`src/rtl/decode_issue_stage_if.sv`:
```
// decode_issue_stage_if: fetch, write-back and execute signals around the decode-issue stage
interface decode_issue_stage_if #(
    parameter int XLEN = 32
);
    logic            in_valid;
    logic            in_ready;
    logic [31:0]     in_instr;
    logic [XLEN-1:0] in_pc;
    logic            flush;
    logic            wb_en;
    logic [4:0]      wb_addr;
    logic [XLEN-1:0] wb_data;
    logic            out_valid;
    logic            out_ready;
    logic [XLEN-1:0] out_pc;
    logic [XLEN-1:0] out_op1;
    logic [XLEN-1:0] out_op2;
    logic [XLEN-1:0] out_imm;
    logic [4:0]      out_rd;
    logic [4:0]      out_rs1;
    logic [4:0]      out_rs2;
    logic [6:0]      out_opcode;
    logic [6:0]      out_func7;
    logic [2:0]      out_func3;
    logic            out_alu_src;
    logic            out_mem_write;
    logic [2:0]      out_mem_load_type;
    logic [1:0]      out_mem_store_type;
    logic            out_wb_load;
    logic            out_wb_reg_file;
    logic            out_illegal;

    modport master (
        output in_valid, in_instr, in_pc, flush, wb_en, wb_addr, wb_data, out_ready,
        input  in_ready, out_valid, out_pc, out_op1, out_op2, out_imm, out_rd, out_rs1, out_rs2,
               out_opcode, out_func7, out_func3, out_alu_src, out_mem_write, out_mem_load_type,
               out_mem_store_type, out_wb_load, out_wb_reg_file, out_illegal
    );

    modport slave (
        input  in_valid, in_instr, in_pc, flush, wb_en, wb_addr, wb_data, out_ready,
        output in_ready, out_valid, out_pc, out_op1, out_op2, out_imm, out_rd, out_rs1, out_rs2,
               out_opcode, out_func7, out_func3, out_alu_src, out_mem_write, out_mem_load_type,
               out_mem_store_type, out_wb_load, out_wb_reg_file, out_illegal
    );
endinterface

```
`src/rtl/decode_issue_stage.sv`:
```
// decode_issue_stage: RV32IM decode, register read with write-back bypass, ID/EX register with load-use stall
module decode_issue_stage #(
    parameter int XLEN      = 32,
    parameter int REG_COUNT = 32,
    parameter bit BYPASS_EN = 1'b1
) (
    input logic clk,
    input logic rst,
    decode_issue_stage_if.slave bus
);
    localparam int AW = $clog2(REG_COUNT);
    localparam logic [6:0] OP_LUI    = 7'b0110111;
    localparam logic [6:0] OP_AUIPC  = 7'b0010111;
    localparam logic [6:0] OP_JAL    = 7'b1101111;
    localparam logic [6:0] OP_JALR   = 7'b1100111;
    localparam logic [6:0] OP_BRANCH = 7'b1100011;
    localparam logic [6:0] OP_LOAD   = 7'b0000011;
    localparam logic [6:0] OP_STORE  = 7'b0100011;
    localparam logic [6:0] OP_OPIMM  = 7'b0010011;
    localparam logic [6:0] OP_OP     = 7'b0110011;

    typedef struct packed {
        logic [XLEN-1:0] pc;
        logic [XLEN-1:0] op1;
        logic [XLEN-1:0] op2;
        logic [XLEN-1:0] imm;
        logic [4:0]      rd;
        logic [4:0]      rs1;
        logic [4:0]      rs2;
        logic [6:0]      opcode;
        logic [6:0]      func7;
        logic [2:0]      func3;
        logic            alu_src;
        logic            mem_write;
        logic [2:0]      load_type;
        logic [1:0]      store_type;
        logic            wb_load;
        logic            wb_reg_file;
        logic            illegal;
    } idex_t;

    logic [XLEN-1:0] rf_q [REG_COUNT];
    logic            valid_q;
    idex_t           id_q, id_d;
    logic [31:0]     ins;
    logic [6:0]      opc;
    logic [AW-1:0]   rs1a, rs2a, wa, rda_q;
    logic [31:0]     imm32;
    logic            is_lui, is_auipc, is_jal, is_jalr, is_branch, is_load, is_store, is_opimm, is_op;
    logic            rs1_used, rs2_used, adv, hazard, accept;

    assign ins       = bus.in_instr;
    assign opc       = ins[6:0];
    assign rs1a      = ins[15 +: AW];
    assign rs2a      = ins[20 +: AW];
    assign wa        = bus.wb_addr[AW-1:0];
    assign rda_q     = id_q.rd[AW-1:0];
    assign is_lui    = opc == OP_LUI;
    assign is_auipc  = opc == OP_AUIPC;
    assign is_jal    = opc == OP_JAL;
    assign is_jalr   = opc == OP_JALR;
    assign is_branch = opc == OP_BRANCH;
    assign is_load   = opc == OP_LOAD;
    assign is_store  = opc == OP_STORE;
    assign is_opimm  = opc == OP_OPIMM;
    assign is_op     = opc == OP_OP;
    assign rs1_used  = is_jalr | is_branch | is_load | is_store | is_opimm | is_op;
    assign rs2_used  = is_branch | is_store | is_op;

    // A draining load whose rd feeds the presented instruction forces one bubble
    assign adv      = !valid_q | bus.out_ready;
    assign hazard   = valid_q & id_q.wb_load & (rda_q != '0) &
                      ((rs1_used & (rs1a == rda_q)) | (rs2_used & (rs2a == rda_q)));
    assign bus.in_ready = adv & !hazard & !bus.flush;
    assign accept   = bus.in_valid & bus.in_ready;

    // Immediate selection by instruction format, then widened to XLEN
    always_comb
        imm32 = is_store  ? {{20{ins[31]}}, ins[31:25], ins[11:7]} :
                is_branch ? {{19{ins[31]}}, ins[31], ins[7], ins[30:25], ins[11:8], 1'b0} :
                is_jal    ? {{11{ins[31]}}, ins[31], ins[19:12], ins[20], ins[30:21], 1'b0} :
                (is_lui | is_auipc) ? {ins[31:12], 12'h0} :
                {{20{ins[31]}}, ins[31:20]};

    // Next ID/EX contents: decoded controls plus operands with same-cycle write-back bypass
    always_comb begin
        id_d.pc          = bus.in_pc;
        id_d.op1         = (rs1a == '0) ? '0 :
                           (BYPASS_EN && bus.wb_en && wa == rs1a) ? bus.wb_data : rf_q[rs1a];
        id_d.op2         = (rs2a == '0) ? '0 :
                           (BYPASS_EN && bus.wb_en && wa == rs2a) ? bus.wb_data : rf_q[rs2a];
        id_d.imm         = XLEN'(signed'(imm32));
        id_d.rd          = ins[11:7];
        id_d.rs1         = ins[19:15];
        id_d.rs2         = ins[24:20];
        id_d.opcode      = opc;
        id_d.func7       = ins[31:25];
        id_d.func3       = ins[14:12];
        id_d.alu_src     = is_opimm | is_load | is_store | is_jalr | is_lui | is_auipc;
        id_d.mem_write   = is_store;
        id_d.load_type   = is_load ? ins[14:12] : 3'd0;
        id_d.store_type  = is_store ? ins[13:12] : 2'd0;
        id_d.wb_load     = is_load;
        id_d.wb_reg_file = (is_lui | is_auipc | is_jal | is_jalr | is_load | is_opimm | is_op) &
                           (ins[11:7] != 5'd0);
        id_d.illegal     = !(is_lui | is_auipc | is_jal | is_jalr | is_branch | is_load |
                             is_store | is_opimm | is_op);
    end

    // Register file write; x0 is never written so it stays zero
    always_ff @(posedge clk or negedge rst)
        if (!rst)
            for (int i = 0; i < REG_COUNT; i++) rf_q[i] <= '0;
        else if (bus.wb_en && wa != '0)
            rf_q[wa] <= bus.wb_data;

    // ID/EX register: flush empties it, otherwise it advances when execute can take its contents
    always_ff @(posedge clk or negedge rst)
        if (!rst) begin
            valid_q <= 1'b0;
            id_q    <= '0;
        end else if (bus.flush)
            valid_q <= 1'b0;
        else if (adv) begin
            valid_q <= accept;
            if (accept) id_q <= id_d;
        end

    assign bus.out_valid          = valid_q;
    assign bus.out_pc             = id_q.pc;
    assign bus.out_op1            = id_q.op1;
    assign bus.out_op2            = id_q.op2;
    assign bus.out_imm            = id_q.imm;
    assign bus.out_rd             = id_q.rd;
    assign bus.out_rs1            = id_q.rs1;
    assign bus.out_rs2            = id_q.rs2;
    assign bus.out_opcode         = id_q.opcode;
    assign bus.out_func7          = id_q.func7;
    assign bus.out_func3          = id_q.func3;
    assign bus.out_alu_src        = id_q.alu_src;
    assign bus.out_mem_write      = id_q.mem_write;
    assign bus.out_mem_load_type  = id_q.load_type;
    assign bus.out_mem_store_type = id_q.store_type;
    assign bus.out_wb_load        = id_q.wb_load;
    assign bus.out_wb_reg_file    = id_q.wb_reg_file;
    assign bus.out_illegal        = id_q.illegal;
endmodule

```
`src/flat_wrapper.sv`:
```
// flat-port wrapper written by rule: the top's interface ports become plain ports
module decode_issue_stage_flat 
#(
    parameter int XLEN      = 32,
    parameter int REG_COUNT = 32,
    parameter bit BYPASS_EN = 1'b1
)
  (clk, rst, bus_in_valid, bus_in_instr, bus_in_pc, bus_flush, bus_wb_en, bus_wb_addr, bus_wb_data, bus_out_ready, bus_in_ready, bus_out_valid, bus_out_pc, bus_out_op1, bus_out_op2, bus_out_imm, bus_out_rd, bus_out_rs1, bus_out_rs2, bus_out_opcode, bus_out_func7, bus_out_func3, bus_out_alu_src, bus_out_mem_write, bus_out_mem_load_type, bus_out_mem_store_type, bus_out_wb_load, bus_out_wb_reg_file, bus_out_illegal);
  decode_issue_stage_if #(.XLEN(XLEN)) bus_i ();
  input logic clk;
  input logic rst;
  input wire logic [$bits(bus_i.in_valid)-1:0] bus_in_valid;
  input wire logic [$bits(bus_i.in_instr)-1:0] bus_in_instr;
  input wire logic [$bits(bus_i.in_pc)-1:0] bus_in_pc;
  input wire logic [$bits(bus_i.flush)-1:0] bus_flush;
  input wire logic [$bits(bus_i.wb_en)-1:0] bus_wb_en;
  input wire logic [$bits(bus_i.wb_addr)-1:0] bus_wb_addr;
  input wire logic [$bits(bus_i.wb_data)-1:0] bus_wb_data;
  input wire logic [$bits(bus_i.out_ready)-1:0] bus_out_ready;
  output wire logic [$bits(bus_i.in_ready)-1:0] bus_in_ready;
  output wire logic [$bits(bus_i.out_valid)-1:0] bus_out_valid;
  output wire logic [$bits(bus_i.out_pc)-1:0] bus_out_pc;
  output wire logic [$bits(bus_i.out_op1)-1:0] bus_out_op1;
  output wire logic [$bits(bus_i.out_op2)-1:0] bus_out_op2;
  output wire logic [$bits(bus_i.out_imm)-1:0] bus_out_imm;
  output wire logic [$bits(bus_i.out_rd)-1:0] bus_out_rd;
  output wire logic [$bits(bus_i.out_rs1)-1:0] bus_out_rs1;
  output wire logic [$bits(bus_i.out_rs2)-1:0] bus_out_rs2;
  output wire logic [$bits(bus_i.out_opcode)-1:0] bus_out_opcode;
  output wire logic [$bits(bus_i.out_func7)-1:0] bus_out_func7;
  output wire logic [$bits(bus_i.out_func3)-1:0] bus_out_func3;
  output wire logic [$bits(bus_i.out_alu_src)-1:0] bus_out_alu_src;
  output wire logic [$bits(bus_i.out_mem_write)-1:0] bus_out_mem_write;
  output wire logic [$bits(bus_i.out_mem_load_type)-1:0] bus_out_mem_load_type;
  output wire logic [$bits(bus_i.out_mem_store_type)-1:0] bus_out_mem_store_type;
  output wire logic [$bits(bus_i.out_wb_load)-1:0] bus_out_wb_load;
  output wire logic [$bits(bus_i.out_wb_reg_file)-1:0] bus_out_wb_reg_file;
  output wire logic [$bits(bus_i.out_illegal)-1:0] bus_out_illegal;
  assign bus_i.in_valid = bus_in_valid;
  assign bus_i.in_instr = bus_in_instr;
  assign bus_i.in_pc = bus_in_pc;
  assign bus_i.flush = bus_flush;
  assign bus_i.wb_en = bus_wb_en;
  assign bus_i.wb_addr = bus_wb_addr;
  assign bus_i.wb_data = bus_wb_data;
  assign bus_i.out_ready = bus_out_ready;
  assign bus_in_ready = bus_i.in_ready;
  assign bus_out_valid = bus_i.out_valid;
  assign bus_out_pc = bus_i.out_pc;
  assign bus_out_op1 = bus_i.out_op1;
  assign bus_out_op2 = bus_i.out_op2;
  assign bus_out_imm = bus_i.out_imm;
  assign bus_out_rd = bus_i.out_rd;
  assign bus_out_rs1 = bus_i.out_rs1;
  assign bus_out_rs2 = bus_i.out_rs2;
  assign bus_out_opcode = bus_i.out_opcode;
  assign bus_out_func7 = bus_i.out_func7;
  assign bus_out_func3 = bus_i.out_func3;
  assign bus_out_alu_src = bus_i.out_alu_src;
  assign bus_out_mem_write = bus_i.out_mem_write;
  assign bus_out_mem_load_type = bus_i.out_mem_load_type;
  assign bus_out_mem_store_type = bus_i.out_mem_store_type;
  assign bus_out_wb_load = bus_i.out_wb_load;
  assign bus_out_wb_reg_file = bus_i.out_wb_reg_file;
  assign bus_out_illegal = bus_i.out_illegal;
  decode_issue_stage #(.XLEN(XLEN), .REG_COUNT(REG_COUNT), .BYPASS_EN(BYPASS_EN)) u_core (.clk(clk), .rst(rst), .bus(bus_i));
endmodule
```
`config.mk`:
```
export PLATFORM = sky130hd
export DESIGN_NAME = decode_issue_stage_flat
export DESIGN_NICKNAME = d
export VERILOG_FILES = /design/src/rtl/decode_issue_stage_if.sv /design/src/rtl/decode_issue_stage.sv /design/src/flat_wrapper.sv
export SDC_FILE = /design/constraint.sdc
export NUM_CORES = 2
export LEC_CHECK = 0
export CORE_MARGIN = 5
export CORE_UTILIZATION = 40
export CTS_CLUSTER_DIAMETER = 200
export DETAILED_ROUTE_END_ITERATION = 6
export PLACE_DENSITY_LB_ADDON = 0.2
export SETUP_SLACK_MARGIN = 0.02
export SLEW_MARGIN = 10
export SYNTH_ARGS = -nofsm -noshare
export SYNTH_HDL_FRONTEND = slang
export SYNTH_SLANG_ARGS = --single-unit
```
`constraint.sdc`:
```
create_clock -name clk -period 3 [get_ports clk]
set_clock_uncertainty 0.2 [all_clocks]
set_input_delay 0.3 -clock clk [delete_from_list [all_inputs] [get_ports clk]]
set_output_delay 0.3 -clock clk [all_outputs]
set_load 0.03 [all_outputs]
```
Word level (Yosys, flattened, before mapping)
Index checks and enable logic that the tools add are counted.
{"block": "op_classes", "add_sub_neg": 0, "n_mul": 0, "div": 0, "magnitude_cmp": 4, "n_eq_ne": 13, "n_shift": 0, "mux": 21, "bitwise": 38, "n_reduce_logical": 15}
{"op": "$bwmux W1024", "n": 1}
{"op": "$bmux W32 S5", "n": 2}
{"op": "$mux W32", "n": 9}
{"op": "$demux W32 S5", "n": 1}
{"op": "$mux W31", "n": 4}
{"op": "$or A1 B1 Y1", "n": 25}
{"op": "$eq A7 B6 Y1 const B", "n": 3}
{"op": "$eq A7 B7 Y1 const B", "n": 3}
{"op": "$eq A5 B5 Y1", "n": 4}
{"op": "$ge A6 B6 Y1 const B", "n": 3}
{"op": "$not A5 Y6", "n": 3}
{"op": "$reduce_bool A5 Y1", "n": 3}
{"op": "$eq A7 B5 Y1 const B", "n": 2}
{"op": "$logic_not A5 Y1", "n": 2}
{"op": "$and A1 B1 Y1", "n": 9}
{"op": "$eq A7 B2 Y1 const B", "n": 1}
{"op": "$lt A6 B1 Y1 const B", "n": 1}
{"op": "$logic_and A1 B1 Y1", "n": 4}
{"op": "$logic_not A1 Y1", "n": 4}
{"op": "$mux W3", "n": 1}
{"op": "$reduce_and A3 Y1", "n": 1}
{"op": "$mux W1", "n": 2}
{"op": "$mux W2", "n": 1}
{"op": "$reduce_bool A2 Y1", "n": 1}
{"op": "$not A1 Y1", "n": 1}
{"block": "totals", "ff_bits": 1195, "latchBits": 0, "ramBits": 0, "rom_bits": 0, "input_bits": 107, "n_memories": 0}

Logic depth before layout (Yosys ltp)
{"block": "depth", "word_depth": 15, "ltp_mapped": 12, "mapped_depth_nobuf": 6}

Worst setup path before layout
Ideal clock, no wire load.
{"block": "synth_path", "path_kind": "reg2out", "from": "register u_core.id_q (netlist bit u_core.bus.out_rd[1])", "to": "output bus_in_ready", "arrival_time_ns": 2.163, "required_ns": 2.500, "slack_ns": 0.337, "path_stages_with_launch": 7, "n_path_buf": 2, "path_cell_list": "dfrtp_1 > or3_1 > o311a_1 > o21ai_2 > buf_2 > buf_1 > and2_1"}
{"block": "synth_between", "elab_chain_len": 7, "word_cells_on_any_way": 11}
{"element": "start: declaration", "line_no": "decode_issue_stage.sv:44", "source": "idex_t id_q, id_d;"}
{"element": "start signal: assignment", "line_no": "decode_issue_stage.sv:126", "source": "if (accept) id_q <= id_d;"}
{"element": "$eq A5 B5 Y1", "line_no": "decode_issue_stage.sv:73", "source": "((rs1_used & (rs1a == rda_q)) | (rs2_used & (rs2a == rda_q)));"}
{"element": "$and A1 B1 Y1", "line_no": "decode_issue_stage.sv:73"}
{"element": "$or A1 B1 Y1", "line_no": "decode_issue_stage.sv:73"}
{"element": "$and A1 B1 Y1 (*)", "line_no": "decode_issue_stage.sv:72", "source": "assign hazard = valid_q & id_q.wb_load & (rda_q != '0) &"}
{"element": "$logic_not A1 Y1 (*)", "line_no": "decode_issue_stage.sv:74", "source": "assign bus.in_ready = adv & !hazard & !bus.flush;"}
{"element": "$and A1 B1 Y1 (*) (2 in series)", "line_no": "decode_issue_stage.sv:74"}
{"element": "end: declaration", "line_no": "flat_wrapper.sv:20", "source": "output wire logic [$bits(bus_i.in_ready)-1:0] bus_in_ready;"}
Every way passes the cells marked *; elsewhere a longest branch is shown, timed or not.

Worst setup path in the final report
Ends and elaborated chain as after synthesis.

==> results.json <==
{
  "tightest_slew_ns": 1.09,
  "nFillCells": 13324,
  "synth_seq_cells": 1194,
  "core-area_um2": 154000,
  "synth.avg_cell_area_um2": 14.5,
  "leakage_uw": 0.0320,
  "pre_cts_slack_ns": -0.173,
  "dieHeight_um": 402,
  "synth_top_flop_cell": "dfrtp_1",
  "gr-total-overflow": 0,
  "synth_common_cells": "dfrtp_1 (1194), mux2_2 (1122), mux4_2 (433)",
  "path_clk_slew_ns": 0.06,
  "crit_path_end_kind": "output port",
  "yosys.area.top_type": "dfrtp_1",
  "grt_pass1_wl_um": 314000,
  "drtIter0Drc": 3596,
  "grt_use_total_pct": 26.2,
  "chipWidth_um": 402,
  "seq_area_um2": 29900,
  "status": "completed",
  "start_kind": "register",
  "ir_worst_vdd_uv": 547,
  "worst_slack_ns": 0.118,
  "post-dp-hpwl_um": 134000,
  "post-route-min-period_ns": 2.88,
  "cts-root-buf": "clkbuf_16",
  "cts_sinks": 1194,
  "post-route-period-util_pct": 96.1,
  "netlist_instances": 4232,
  "worstSkewPairLatency_ns": 0.78,
  "multi_input_area_um2": 29900,
  "cap_violations": 0,
  "first_pass_iters": 5,
  "synth_edf_count": 0,
  "drc": 0,
  "slew_viol_final": 0,
  "wire_per_inst_um": 31.8,
  "synth_top_area_share_pct": 48.6,
  "setup_violations": 0,
  "design_area_um2": 74500,
  "synth_nets": 4339,
  "die_area_um2": 162000,
  "vias": 41472,
  "drt-total-wl_um": 214000,
  "final_layout_size_suffix_gt1_share_pct": 46.9,
  "finalHoldViolations": 0,
  "yosysMostFrequentCell": "dfrtp_1",
  "top_level_ports": 279,
  "required_ns": 2.50,
  "async_flop_share_pct": 100,
  "grt_pass1_vias": 42762,
  "initial_core_util_pct": 40.1,
  "crit_fanout": 5,
  "fin_util_pct": 48.5,
  "syn_area_um2": 61500,
  "antenna_found_initial": 4,
  "cts_max_path_buffers": 3,
  "maxSlewHeadroom_pct": 26.9,
  "fp-row-count": 144,
  "port-buffer-count": 278,
  "cts_tree": "done",
  "worstPathArrival_ns": 2.38,
  "power_density_nw_per_um2": 664,
  "rsz0062_at_grt": "no",
  "nets": 4684,
  "crit_type": "register to output port",
  "grt_max_degree": 83,
  "place.gp.congestion": 0.819,
  "h-tree-depth": 4,
  "dpl_cell_area_um2": 69400,
  "seq_area_frac_synth_pct": 48.6,
  "synth.area.top_cells": "dfrtp_1 (49%), mux2_2 (21%), mux4_2 (16%), mux2i_1 (3.2%), clkbuf_1 (1.8%)",
  "cts_buffers": 137,
  "syn_to_final_growth_pct": 21.1,
  "tns_ns": 0,
  "via_per_inst": 6.16,
  "ant_nets": 0,
  "synthDistinctLibCells": 53,
  "ys_warn_count": 0,
  "hp-class": "input pin to register",
  "max_clock_freq_mhz": 347
}
-- final timing paths --
kind                       cells after the start  slack, ns            startpoint                     end
max                                            7       0.12  u_core.bus.out_rd[1]            bus_in_ready
min                                            2       0.04         bus_in_pc[12]   u_core.bus.out_pc[12]
max reg2reg                                    7       0.39  u_core.bus.out_rd[1]  u_core.bus.out_op2[20]
min reg2reg                                    0       0.20     u_core.rf_q[1008]       u_core.rf_q[1008]
max in group asynchronous                      3       1.71                   rst        u_core.rf_q[776]
min in group asynchronous                      3       0.20                   rst   u_core.bus.out_rs1[3]
-- per-layer routing --
metal | GRT usage, % | up-vias | share of wire (%)
met1 | 36.4 | 22437 | 43
met2 | 41.7 | 1679 | 47
met3 | 5.33 | 367 | 6.9
met5 | 0 | - | 0.0061
li1 | - | 16987 | -
met4 | 8.24 | 2 | 3.3
-- where the power goes --
group	internal (uW)	leakage, uW	switching [uW]	total, uW
sequential	19200	0.0153	2430	21600
clock	9930	0.00223	7000	16900
combinational	6250	0.0145	4710	11000
total	35300	0.0320	14100	49500
-- cell families after synthesis --
family                    count (synthesis)  synth area share [%]
muxes                                  1762                  39.8
DFF                                    1194                  48.6
buffers and inverters                   480                  3.38
AOI/OAI and AO/OA                       439                  5.36
and+or+nand+nor                         337                  2.64
xor gates and xnor gates                 20                 0.285
-- layout by cell type (no fill, tap or decap), drive strengths merged, types with 5 or more instances in the layout --
cell           Yosys  routed
dfrtp           1194    1194
mux2            1130    1130
mux4             433     433
buf              183     370
clkdlybuf4s50      0     268
clkbuf           296     204
mux2i            199     199
nand2            177     177
a221oi            66      66
o21ai             65      65
a22o              58      58
a21oi             48      48
dlygate4sd3        0      47
o221ai            45      45
o211ai            38      38
nand4             31      31
nor2b             30      30
a22oi             28      28
o22ai             27      27
a221o             27      27
nor2              26      26
clkinv             0      25
nand3             19      19
xnor2             11      11
xor2               9       9
a211o              9       9
inv                1       9
nand2b             7       7
a2111oi            7       7
a31o               7       7
and4               6       6
bufinv             0       6
and2               6       6
or3                6       6
a21boi             5       5
nor3b              5       5
-- state kept, by name, indices dropped and copies added (netlist names) --
signal                         flops
u_core.bus.out_rs1                 5
u_core.bus.out_op2                32
u_core.bus.out_mem_store_type      2
u_core.bus.out_wb_reg_file         1
u_core.bus.out_illegal             1
u_core.bus.out_rs2                 5
u_core.bus.out_mem_write           1
u_core.bus.out_pc                 32
u_core.bus.out_rd                  5
u_core.rf_q                     1024
u_core.bus.out_op1                32
u_core.bus.out_wb_load             1
u_core.bus.out_func7               7
u_core.bus.out_func3               3
u_core.bus.out_mem_load_type       3
u_core.bus.out_alu_src             1
u_core.bus.out_opcode              7
u_core.bus.out_imm                31
u_core.bus.out_valid               1
-- critical path, stage by stage, from the launching register on --
cell     delay [ns]
dfrtp_1        0.46
xnor2_1        0.24
nand4_1        0.13
nor4b_2        0.23
buf_4          0.16
o21ai_4        0.05
and2_1         0.16
buf_4          0.17
-- layout make-up --
class / count / share of cell area (%)
flip-flops and latches: 1194 / 40.1
clock inverters: 41 / 0.575
clock buffers: 204 / 5.47
well taps: 2044 / 3.43
diodes: 2 / 0.00672
multi-input cells: 2558 / 40.1
repair buffers: 685 / 10.3
inverters: 1 / 0.00504
-- per-stage QoR --
step	std cells	hold WS (ns)	total power, uW
2_1_floorplan	4232	-0.196	28400
3_3_place_gp	6432	0.0980	32400
3_5_place_dp	6432	0.112	32700
4_1_cts	6727	0.00267	49800
5_1_grt	6727	0.0124	51500
6_report	6729	0.0355	49500
-- repair_timing --
item / in CTS / in global routing
hold buffers: 48 / 0
gates resized for setup: 4 / 1
pin swaps: 2 / 0
hold endpoints to repair: 1069 / 0
setup buffers: 2 / 0
endpoints found under the setup margin: 1 / 1
Note: power is estimated with default switching activity, not from simulation.
